==> src/rtl/math_challenge_pkg.sv <==
// Shared types and constants for the math challenge game controller.
package math_challenge_pkg;

  localparam int OPERAND_W = 3;
  localparam int ANS_W     = 4;

  localparam logic OP_ADD = 1'b0;
  localparam logic OP_SUB = 1'b1;

  typedef enum logic [2:0] {
    IDLE     = 3'd0,
    GEN_A    = 3'd1,
    GEN_B    = 3'd2,
    GEN_OP   = 3'd3,
    ASK      = 3'd4,
    FEEDBACK = 3'd5,
    DONE     = 3'd6
  } state_e;

  // Subtraction only ever sees a >= b, so the 4-bit result never wraps.
  function automatic logic [ANS_W-1:0] expected_result(input logic [OPERAND_W-1:0] a,
                                                       input logic [OPERAND_W-1:0] b,
                                                       input logic             sub);
    logic [ANS_W-1:0] res;
    if (sub == OP_SUB) begin
      res = {1'b0, a} - {1'b0, b};
    end else begin
      res = {1'b0, a} + {1'b0, b};
    end
    return res;
  endfunction

endpackage

==> src/rtl/challenge_timer.sv <==
// Loadable down-counter; expired_o is high while the count sits at zero.
module challenge_timer #(
  parameter int W = 10
) (
  input  logic         clk,
  input  logic         rst,
  input  logic         load_i,
  input  logic [W-1:0] load_val_i,
  output logic         expired_o
);

  logic [W-1:0] count_q, count_d;

  // Load wins over counting; the counter parks at zero.
  always_comb begin
    count_d = count_q;
    if (load_i) begin
      count_d = load_val_i;
    end else if (count_q != {W{1'b0}}) begin
      count_d = count_q - W'(1);
    end else begin
      count_d = count_q;
    end
  end

  // Count register.
  always_ff @(posedge clk) begin
    if (rst) begin
      count_q <= {W{1'b0}};
    end else begin
      count_q <= count_d;
    end
  end

  assign expired_o = (count_q == {W{1'b0}});

endmodule

==> src/rtl/challenge_sequencer.sv <==
// Math challenge game controller: builds questions from the random source,
// takes one answer per question under a timeout and keeps score.
module challenge_sequencer
  import math_challenge_pkg::*;
#(
  parameter int NUM_ROUNDS      = 8,
  parameter int TIMEOUT_CYCLES  = 1000,
  parameter int FEEDBACK_CYCLES = 4
) (
  input  logic                 clk,
  input  logic                 rst,
  input  logic                 start,
  input  logic [OPERAND_W-1:0] rnd_num,
  input  logic [ANS_W-1:0]     answer,
  input  logic                 answer_valid,
  output logic [OPERAND_W-1:0] op_a,
  output logic [OPERAND_W-1:0] op_b,
  output logic                 op_sub,
  output logic                 question_valid,
  output logic                 answer_ready,
  output logic                 correct,
  output logic                 wrong,
  output logic                 timeout,
  output logic [3:0]           score,
  output logic [3:0]           round,
  output logic                 busy,
  output logic                 done
);

  localparam int         TW         = $clog2(TIMEOUT_CYCLES + FEEDBACK_CYCLES) + 1;
  localparam logic [3:0] LAST_ROUND = 4'(NUM_ROUNDS - 1);

  state_e               state_q, state_d;
  logic [OPERAND_W-1:0] op_a_q, op_a_d, op_b_q, op_b_d;
  logic                 op_sub_q, op_sub_d;
  logic                 qvalid_q, qvalid_d, ready_q, ready_d;
  logic                 correct_q, correct_d, wrong_q, wrong_d, timeout_q, timeout_d;
  logic [3:0]           score_q, score_d, round_q, round_d;
  logic                 busy_q, busy_d, done_q, done_d;
  logic                 accept_s, match_s, expired_s, timer_load_s;
  logic [TW-1:0]        timer_val_s;

  assign accept_s = (state_q == ASK) && answer_valid && ready_q;
  assign match_s  = (answer == expected_result(op_a_q, op_b_q, op_sub_q));

  // Next-state logic.
  always_comb begin
    state_d = state_q;
    case (state_q)
      IDLE, DONE: begin
        if (start) state_d = GEN_A;
        else       state_d = state_q;
      end
      GEN_A:  state_d = GEN_B;
      GEN_B:  state_d = GEN_OP;
      GEN_OP: state_d = ASK;
      ASK: begin
        if (accept_s || expired_s) state_d = FEEDBACK;
        else                       state_d = ASK;
      end
      FEEDBACK: begin
        if (!expired_s)                  state_d = FEEDBACK;
        else if (round_q == LAST_ROUND)  state_d = DONE;
        else                             state_d = GEN_A;
      end
      default: state_d = IDLE;
    endcase
  end

  // One timer serves both the ASK timeout and the FEEDBACK hold.
  assign timer_load_s = (state_d != state_q) && ((state_d == ASK) || (state_d == FEEDBACK));
  assign timer_val_s  = (state_d == ASK) ? TW'(TIMEOUT_CYCLES - 1) : TW'(FEEDBACK_CYCLES - 1);

  challenge_timer #(.W(TW)) u_timer (
    .clk       (clk),
    .rst       (rst),
    .load_i    (timer_load_s),
    .load_val_i(timer_val_s),
    .expired_o (expired_s)
  );

  // Operand latches, scoring, round counter and result pulses.
  always_comb begin
    op_a_d    = op_a_q;
    op_b_d    = op_b_q;
    op_sub_d  = op_sub_q;
    score_d   = score_q;
    round_d   = round_q;
    correct_d = 1'b0;
    wrong_d   = 1'b0;
    timeout_d = 1'b0;
    case (state_q)
      IDLE, DONE: begin
        if (start) begin
          score_d = 4'd0;
          round_d = 4'd0;
        end else begin
          score_d = score_q;
        end
      end
      GEN_A: op_a_d = rnd_num;
      GEN_B: op_b_d = rnd_num;
      GEN_OP: begin
        op_sub_d = rnd_num[0];
        if ((rnd_num[0] == OP_SUB) && (op_b_q > op_a_q)) begin
          op_a_d = op_b_q;
          op_b_d = op_a_q;
        end else begin
          op_a_d = op_a_q;
        end
      end
      ASK: begin
        if (accept_s && match_s) begin
          correct_d = 1'b1;
          score_d   = (score_q == 4'd15) ? 4'd15 : score_q + 4'd1;
        end else if (accept_s) begin
          wrong_d = 1'b1;
        end else if (expired_s) begin
          timeout_d = 1'b1;
        end else begin
          timeout_d = 1'b0;
        end
      end
      FEEDBACK: begin
        if (expired_s && (round_q != LAST_ROUND)) round_d = round_q + 4'd1;
        else                                      round_d = round_q;
      end
      default: round_d = round_q;
    endcase
  end

  // The first ASK cycle only presents the question; answers open one cycle later.
  always_comb begin
    ready_d  = (state_q == ASK) && (state_d == ASK);
    qvalid_d = (state_q inside {ASK, FEEDBACK}) && (state_d inside {ASK, FEEDBACK});
    busy_d   = !(state_d inside {IDLE, DONE});
    done_d   = (state_d == DONE);
  end

  // State and output registers.
  always_ff @(posedge clk) begin
    if (rst) begin
      state_q   <= IDLE;
      op_a_q    <= 3'd0;
      op_b_q    <= 3'd0;
      op_sub_q  <= 1'b0;
      qvalid_q  <= 1'b0;
      ready_q   <= 1'b0;
      correct_q <= 1'b0;
      wrong_q   <= 1'b0;
      timeout_q <= 1'b0;
      score_q   <= 4'd0;
      round_q   <= 4'd0;
      busy_q    <= 1'b0;
      done_q    <= 1'b0;
    end else begin
      state_q   <= state_d;
      op_a_q    <= op_a_d;
      op_b_q    <= op_b_d;
      op_sub_q  <= op_sub_d;
      qvalid_q  <= qvalid_d;
      ready_q   <= ready_d;
      correct_q <= correct_d;
      wrong_q   <= wrong_d;
      timeout_q <= timeout_d;
      score_q   <= score_d;
      round_q   <= round_d;
      busy_q    <= busy_d;
      done_q    <= done_d;
    end
  end

  assign op_a           = op_a_q;
  assign op_b           = op_b_q;
  assign op_sub         = op_sub_q;
  assign question_valid = qvalid_q;
  assign answer_ready   = ready_q;
  assign correct        = correct_q;
  assign wrong          = wrong_q;
  assign timeout        = timeout_q;
  assign score          = score_q;
  assign round          = round_q;
  assign busy           = busy_q;
  assign done           = done_q;

endmodule

==> config.mk <==
export PLATFORM = sky130hd
export DESIGN_NAME = challenge_sequencer
export DESIGN_NICKNAME = d
export VERILOG_FILES = /design/src/rtl/math_challenge_pkg.sv /design/src/rtl/challenge_timer.sv /design/src/rtl/challenge_sequencer.sv
export SDC_FILE = /design/constraint.sdc
export NUM_CORES = 1
export LEC_CHECK = 0
export BUFFER_PORTS_ARGS = -buffer_cell sky130_fd_sc_hd__buf_2
export CORE_AREA = 3 3 61 77
export CTS_CLUSTER_SIZE = 24
export DETAILED_ROUTE_END_ITERATION = 16
export DIE_AREA = 0 0 64 80
export GPL_TIMING_DRIVEN = 1
export HOLD_SLACK_MARGIN = 0.12
export PLACE_DENSITY = 0.71
export SLEW_MARGIN = 0
export SYNTH_ARGS = -nofsm -noshare
export SYNTH_HDL_FRONTEND = slang
export SYNTH_SLANG_ARGS = --single-unit
==> constraint.sdc <==
create_clock -name clk -period 7.9 [get_ports clk]
set_input_delay 0.395 -clock clk [delete_from_list [all_inputs] [get_ports clk]]
set_output_delay 0.395 -clock clk [all_outputs]
set_load 0.01 [all_outputs]
# Yosys cells after proc, flatten, opt, wreduce, memory -nomap -nowiden
# Index checks and enable logic that the tools add are counted.
# W data, S select, Z words.
dict set report totals {
  elab_cells 92
  output_inout_bits 22
  inputBits 11
  regBits 36
}
dict set report op_classes {
  bitwise_logic 1
  n_addsub 5
  n_reduce_logical 31
  muxes 22
  order_cmp 1
  n_eq_ne 18
}
# operator n
set ops {}
lappend ops {{$mux W11} 2}
lappend ops {{$mux W4} 5}
lappend ops {{$eq A3 B3 Y1 const B} 6}
lappend ops {{$pmux W3 S6} 1}
lappend ops {{$pmux W4 S2} 2}
lappend ops {{$reduce_bool A2 Y1} 8}
lappend ops {{$mux W3} 5}
lappend ops {{$pmux W3 S2} 2}
lappend ops {{$logic_not A11 Y1} 1}
lappend ops {{$reduce_bool A11 Y1} 1}
lappend ops {{$sub A11 B1 Y11 const B} 1}
lappend ops {{$mux W10} 1}
lappend ops {{$add A4 B1 Y4 const B} 2}
lappend ops {{$logic_and A1 B1 Y1} 8}
lappend ops {{$eq A3 B2 Y1 const B} 2}
lappend ops {{$logic_not A3 Y1} 2}
lappend ops {{$ne A2 B2 Y1 const B} 3}
lappend ops {{$reduce_and A3 Y1} 2}
lappend ops {{$add A3 B3 Y4} 1}
lappend ops {{$eq A4 B3 Y1 const B} 1}
lappend ops {{$eq A4 B4 Y1} 1}
lappend ops {{$eq A4 B4 Y1 const B} 1}
lappend ops {{$mux W1} 4}
lappend ops {{$ne A4 B3 Y1 const B} 1}
lappend ops {{12 further kinds} 15}

# Depth between registers and ports, before layout
dict set report logic_depth {
  depth_word 10
  ltp_mapped 12
  mapped_depth_nobuf 12
}

# Cells and area by module
# Synthesis repeated with hierarchy kept, for this count alone.
dict set report unflattened {
  cells_unflattened 260
  area_unflattened_um2 2163.3
}
# mod cells_per_inst area_each_um2 seq_area_each_um2 n_inst
set by_module_without_submodules {}
lappend by_module_without_submodules {challenge_sequencer 188 1536.5 500.5 1}
lappend by_module_without_submodules {challenge_timer 72 626.9 220.2 1}

# Worst setup path before layout
# OpenSTA, ideal clock, no wires.
dict set report synth_path {
  kind {reg2reg}
  start {reg op_b_q[0], in the netlist op_b[0]}
  end {reg score_q[1], in the netlist score[1]}
  n_path_buf 0
  setup_slack_ps 5035
  stages_incl_launch_ff 12
  required_ps 7833
  synth_period_minus_slack_ps 2865
  arrival_ps 2798
  setup_time_ps 67
  path_cell_list {dfxtp_1 ha_1 inv_1 fa_1 inv_1 fa_1 nand2_1 o21ai_0 xnor2_1 or4b_4 a221o_1 a21oi_2}
}
dict set report synth_via {
  elab_chain_len 6
  elab_cells_between_ends 7
  cone_classes {2 x add/sub; 2 x eq/ne; 1 x mux; 2 x reduce/logical}
}
# item line_no
set synth_lines {}
lappend synth_lines {{start, declared} challenge_sequencer.sv:34} ;# logic [OPERAND_W-1:0] op_a_q, op_a_d, op_b_q, op_b_d;
lappend synth_lines {{start signal, assigned} challenge_sequencer.sv:159} ;# op_b_q <= op_b_d;
lappend synth_lines {{$add A3 B3 Y4 / $sub A3 B3 Y4 (equally long branches)} {math_challenge_pkg.sv:28, math_challenge_pkg.sv:26}}
lappend synth_lines {{$mux W4 *} math_challenge_pkg.sv:25} ;# if (sub == OP_SUB) begin
lappend synth_lines {{$eq A4 B4 Y1 *} challenge_sequencer.sv:44} ;# assign match_s = (answer == expected_result(op_a_q, op_b_q, op_sub_q));
lappend synth_lines {{$logic_and A1 B1 Y1 *} challenge_sequencer.sv:113} ;# if (accept_s && match_s) begin
lappend synth_lines {{$ne A2 B1 Y1 (no line) *} -}
lappend synth_lines {{$reduce_and A3 Y1 (no line) *} -}
lappend synth_lines {{end signal, assigned} challenge_sequencer.sv:166} ;# score_q <= score_d;
lappend synth_lines {{end, declared} challenge_sequencer.sv:38} ;# logic [3:0] score_q, score_d, round_q, round_d;
# Every way passes the cells marked *; elsewhere a longest branch is shown, timed or not.
# A chain may end at the register's enable or synchronous reset.

# Worst setup path in the final report
# Same ends and word-level chain as after synthesis.

==> run summary <==
Setup ws final - 4.94 ns
P per Cell Area - 258 nW/um^2
Clk Latency, worst-skew pair - 0.29 ns
DRC viols - 0
CTS H-tree depth - 2
Final Cycle Share - 37.4%
Crit. End Element - flip-flop
Post-CTS Setup Bufs - 0
CTS tree - done
Seq cells post-synth - 36
MaxCap Viol Count - 0
Ys flop type - dfxtp_1
Worst vdd ir - 175 uV
Max FO, Critical Path - 5
Vias in the first global route - 1631
XOR/XNOR Fraction of Synth Area - 6.03%
Fin area - 2300 sq um
CTS resizes - 0
WP data arrival - 3.18 ns
Synth cell count leaders - dfxtp_1, nor2_1, nand2_1, a21oi_1, nand3_1
Seq pwr share - 42.9%
Largest net degree at the start of global routing - 25
Clk buf depth - 2
Syn Area/Cell - 8.47 sq um
# IOs - 33
Worst min path class - input pin to flip-flop
WL per Instance - 13.0 microns
Post-synthesis simple-gate area fraction - 29.5%
Die X-Extent - 64 microns
First-pass GRT wire length - 7330 microns
Initial antenna violation count - 0
Ys async rst share - 0%
Register area share after synthesis - 35.4%
Core Rows - 26
Core Footprint - 4070 sq um
Max Freq - 0.338 GHz
Largest family of logic cells by synthesized area - simple AND/OR/NAND/NOR gates
Final Core Density - 56.6%
Antenna Cells - 0
Final Slew Violations - 0
Dpl ws - 4.95 ns
Hold Buf Count CTS - 0
R2R cell count - 11
Area of the multi-input gates - 1230 sq um
Adder-Cell Fraction of Synth Area - 9.11%
Post-synth top area share - 35.4%
Final Skew - 0.00722 ns
# fillers - 376
Mux cell area share after synthesis - 0.492%
Switching Fraction - 37.5%
Compound-Gate Fraction of Synth Area - 15.3%
Slew margin rel. - 54.7%
Share of cells above drive strength 1 - 17.7%
Critical setup path kind - flip-flop to flip-flop
Count leader, synth - dfxtp_1
Combinational Power Share - 36.5%
Drt first pass iters - 4
Sequential Area - 721 sq um
Startpoint types - flip-flop
Leakage power - 0.946 nW
Setup tns final - 0 ns
Min cycle time layout - 2.96 ns
Port bufs - 32
Global placement routability congestion - 0.799
Initial DRC Count - 128
Post-Syn Area - 2030 sq um
Clk slew on worst S/H paths - 0.07 ns
DP Area - 2220 sq um
WHS Path Cells - 3
Final setup violation count - 0
Final hold viol count - 0
Syn Nets - 264
Final net count - 295
DRT antenna net count - 0
Total GRT Usage - 18.1%
Clk pwr share - 20.5%
RSZ-0062 raised after global routing - no
Top cells by area, synth - dfxtp_1, ha_1, nor2_1, a21oi_1, nand2_1
Die footprint - 5120 sq um
WP data required - 8.13 ns
Root buffer cell - clkbuf_8
YS warnings - 0
Post-Route WL - 4250 microns
Worst R2R Setup Slack - 4.94 ns
Total CTS buffers - 5
Vias - 1774
Unique masters post-synth - 50
Initial core utilization - 50.0%
CTS Sinks - 36
Post-synth EDFFs - 0
Pint - 0.371 mW
Psw - 0.223 mW
GRT overflow - 0
Worst slew pin tran - 0.674 ns
Area grow syn2layout - 13.1%
Status - complete, no violations
Die Y - 80 microns
Dominant cell type by area after synthesis - dfxtp_1
Vias per cell - 5.43
HPWL Detailed - 3150 microns
Synth Instances - 240
## per-layer routing
metal | track usage [%] | wire (microns) | vias to the layer above
met1 | 22.8 | 1960 | 813
li1 | - | - | 911
met5 | 0 | 0 | -
met4 | 8.64 | 57 | 0
met2 | 29.0 | 2050 | 45
met3 | 4.08 | 180 | 5
## placed cells by master, fill, tap and decap left out, types with 4 or more instances in the layout
cell type and instances:
dfxtp_1 36, buf_2 32, nor2_1 28, nand2_1 20
a21oi_1 16, nand3_1 12, inv_1 11, o21ai_0 10
ha_1 10, xor2_1 8, nand2b_1 8, xnor2_1 6
a211oi_1 5, clkbuf_8 5, nor4_1 4, nor4b_1 4
a31oi_1 4, a311oi_1 4
## worst max-delay path, cell delays in order, from the launching register on
cell and delay [ns]:
dfxtp_1 0.40, ha_1 0.18, inv_1 0.05, fa_1 0.35, inv_1 0.07, fa_1 0.40, nand2_1 0.07, o21ai_0 0.09
xnor2_1 0.17, or4b_4 0.58, a221o_1 0.39, a21oi_2 0.13
## registers in the layout, indices dropped and copies added, names as in the netlist
signal           flops
answer_ready         1
busy                 1
correct              1
done                 1
op_a                 3
op_b                 3
op_sub               1
question_valid       1
round                4
score                4
state_q              3
timeout              1
u_timer.count_q     11
wrong                1
## power groups by stage
stage | combinational [mW] | sequential (mW) | clock (mW)
detailed placement | 0.214 | 0.257 | 0
global route | 0.250 | 0.260 | 0.132
finish | 0.217 | 0.255 | 0.122
CTS | 0.218 | 0.254 | 0.126
floorplan | 0.177 | 0.247 | 0
global placement | 0.212 | 0.256 | 0
## final timing paths
check / start / end
setup / recovery: op_b[0] / score[1]
hold / removal: rnd_num[0] / op_sub
setup reg to reg: op_b[0] / score[1]
hold reg to reg: round[1] / round[1]
## final cells by class
type | instances | area share [%]
multi-input combinational | 185 | 53.5
clock inverter | 1 | 0.218
tap | 56 | 3.05
sequential | 36 | 31.3
timing repair buffer | 32 | 6.96
clock buffer | 6 | 3.16
inverter | 11 | 1.80
## metrics by stage
| step | std cells | power [mW] | hold WS [ns] |
|---|---|---|---|
| 6_report | 327 | 0.594 | 0.389 |
| 5_1_grt | 327 | 0.642 | 0.414 |
| 4_1_cts | 327 | 0.597 | 0.373 |
| 3_5_place_dp | 320 | 0.471 | 0.490 |
| 3_3_place_gp | 320 | 0.468 | 0.483 |
| 2_1_floorplan | 240 | 0.424 | 0.487 |
## cell families (layout without fill, tap and decap cells)
family	after synthesis	count (layout)
adder cells (fa/ha/maj)	13	13
AND/OR/NAND/NOR	108	108
XOR/XNOR	14	14
multiplexers	1	1
flip-flops	36	36
AO/OA/AOI/OAI	49	49
buffers and inverters	19	50
Note: power is estimated with default switching activity, not from simulation.
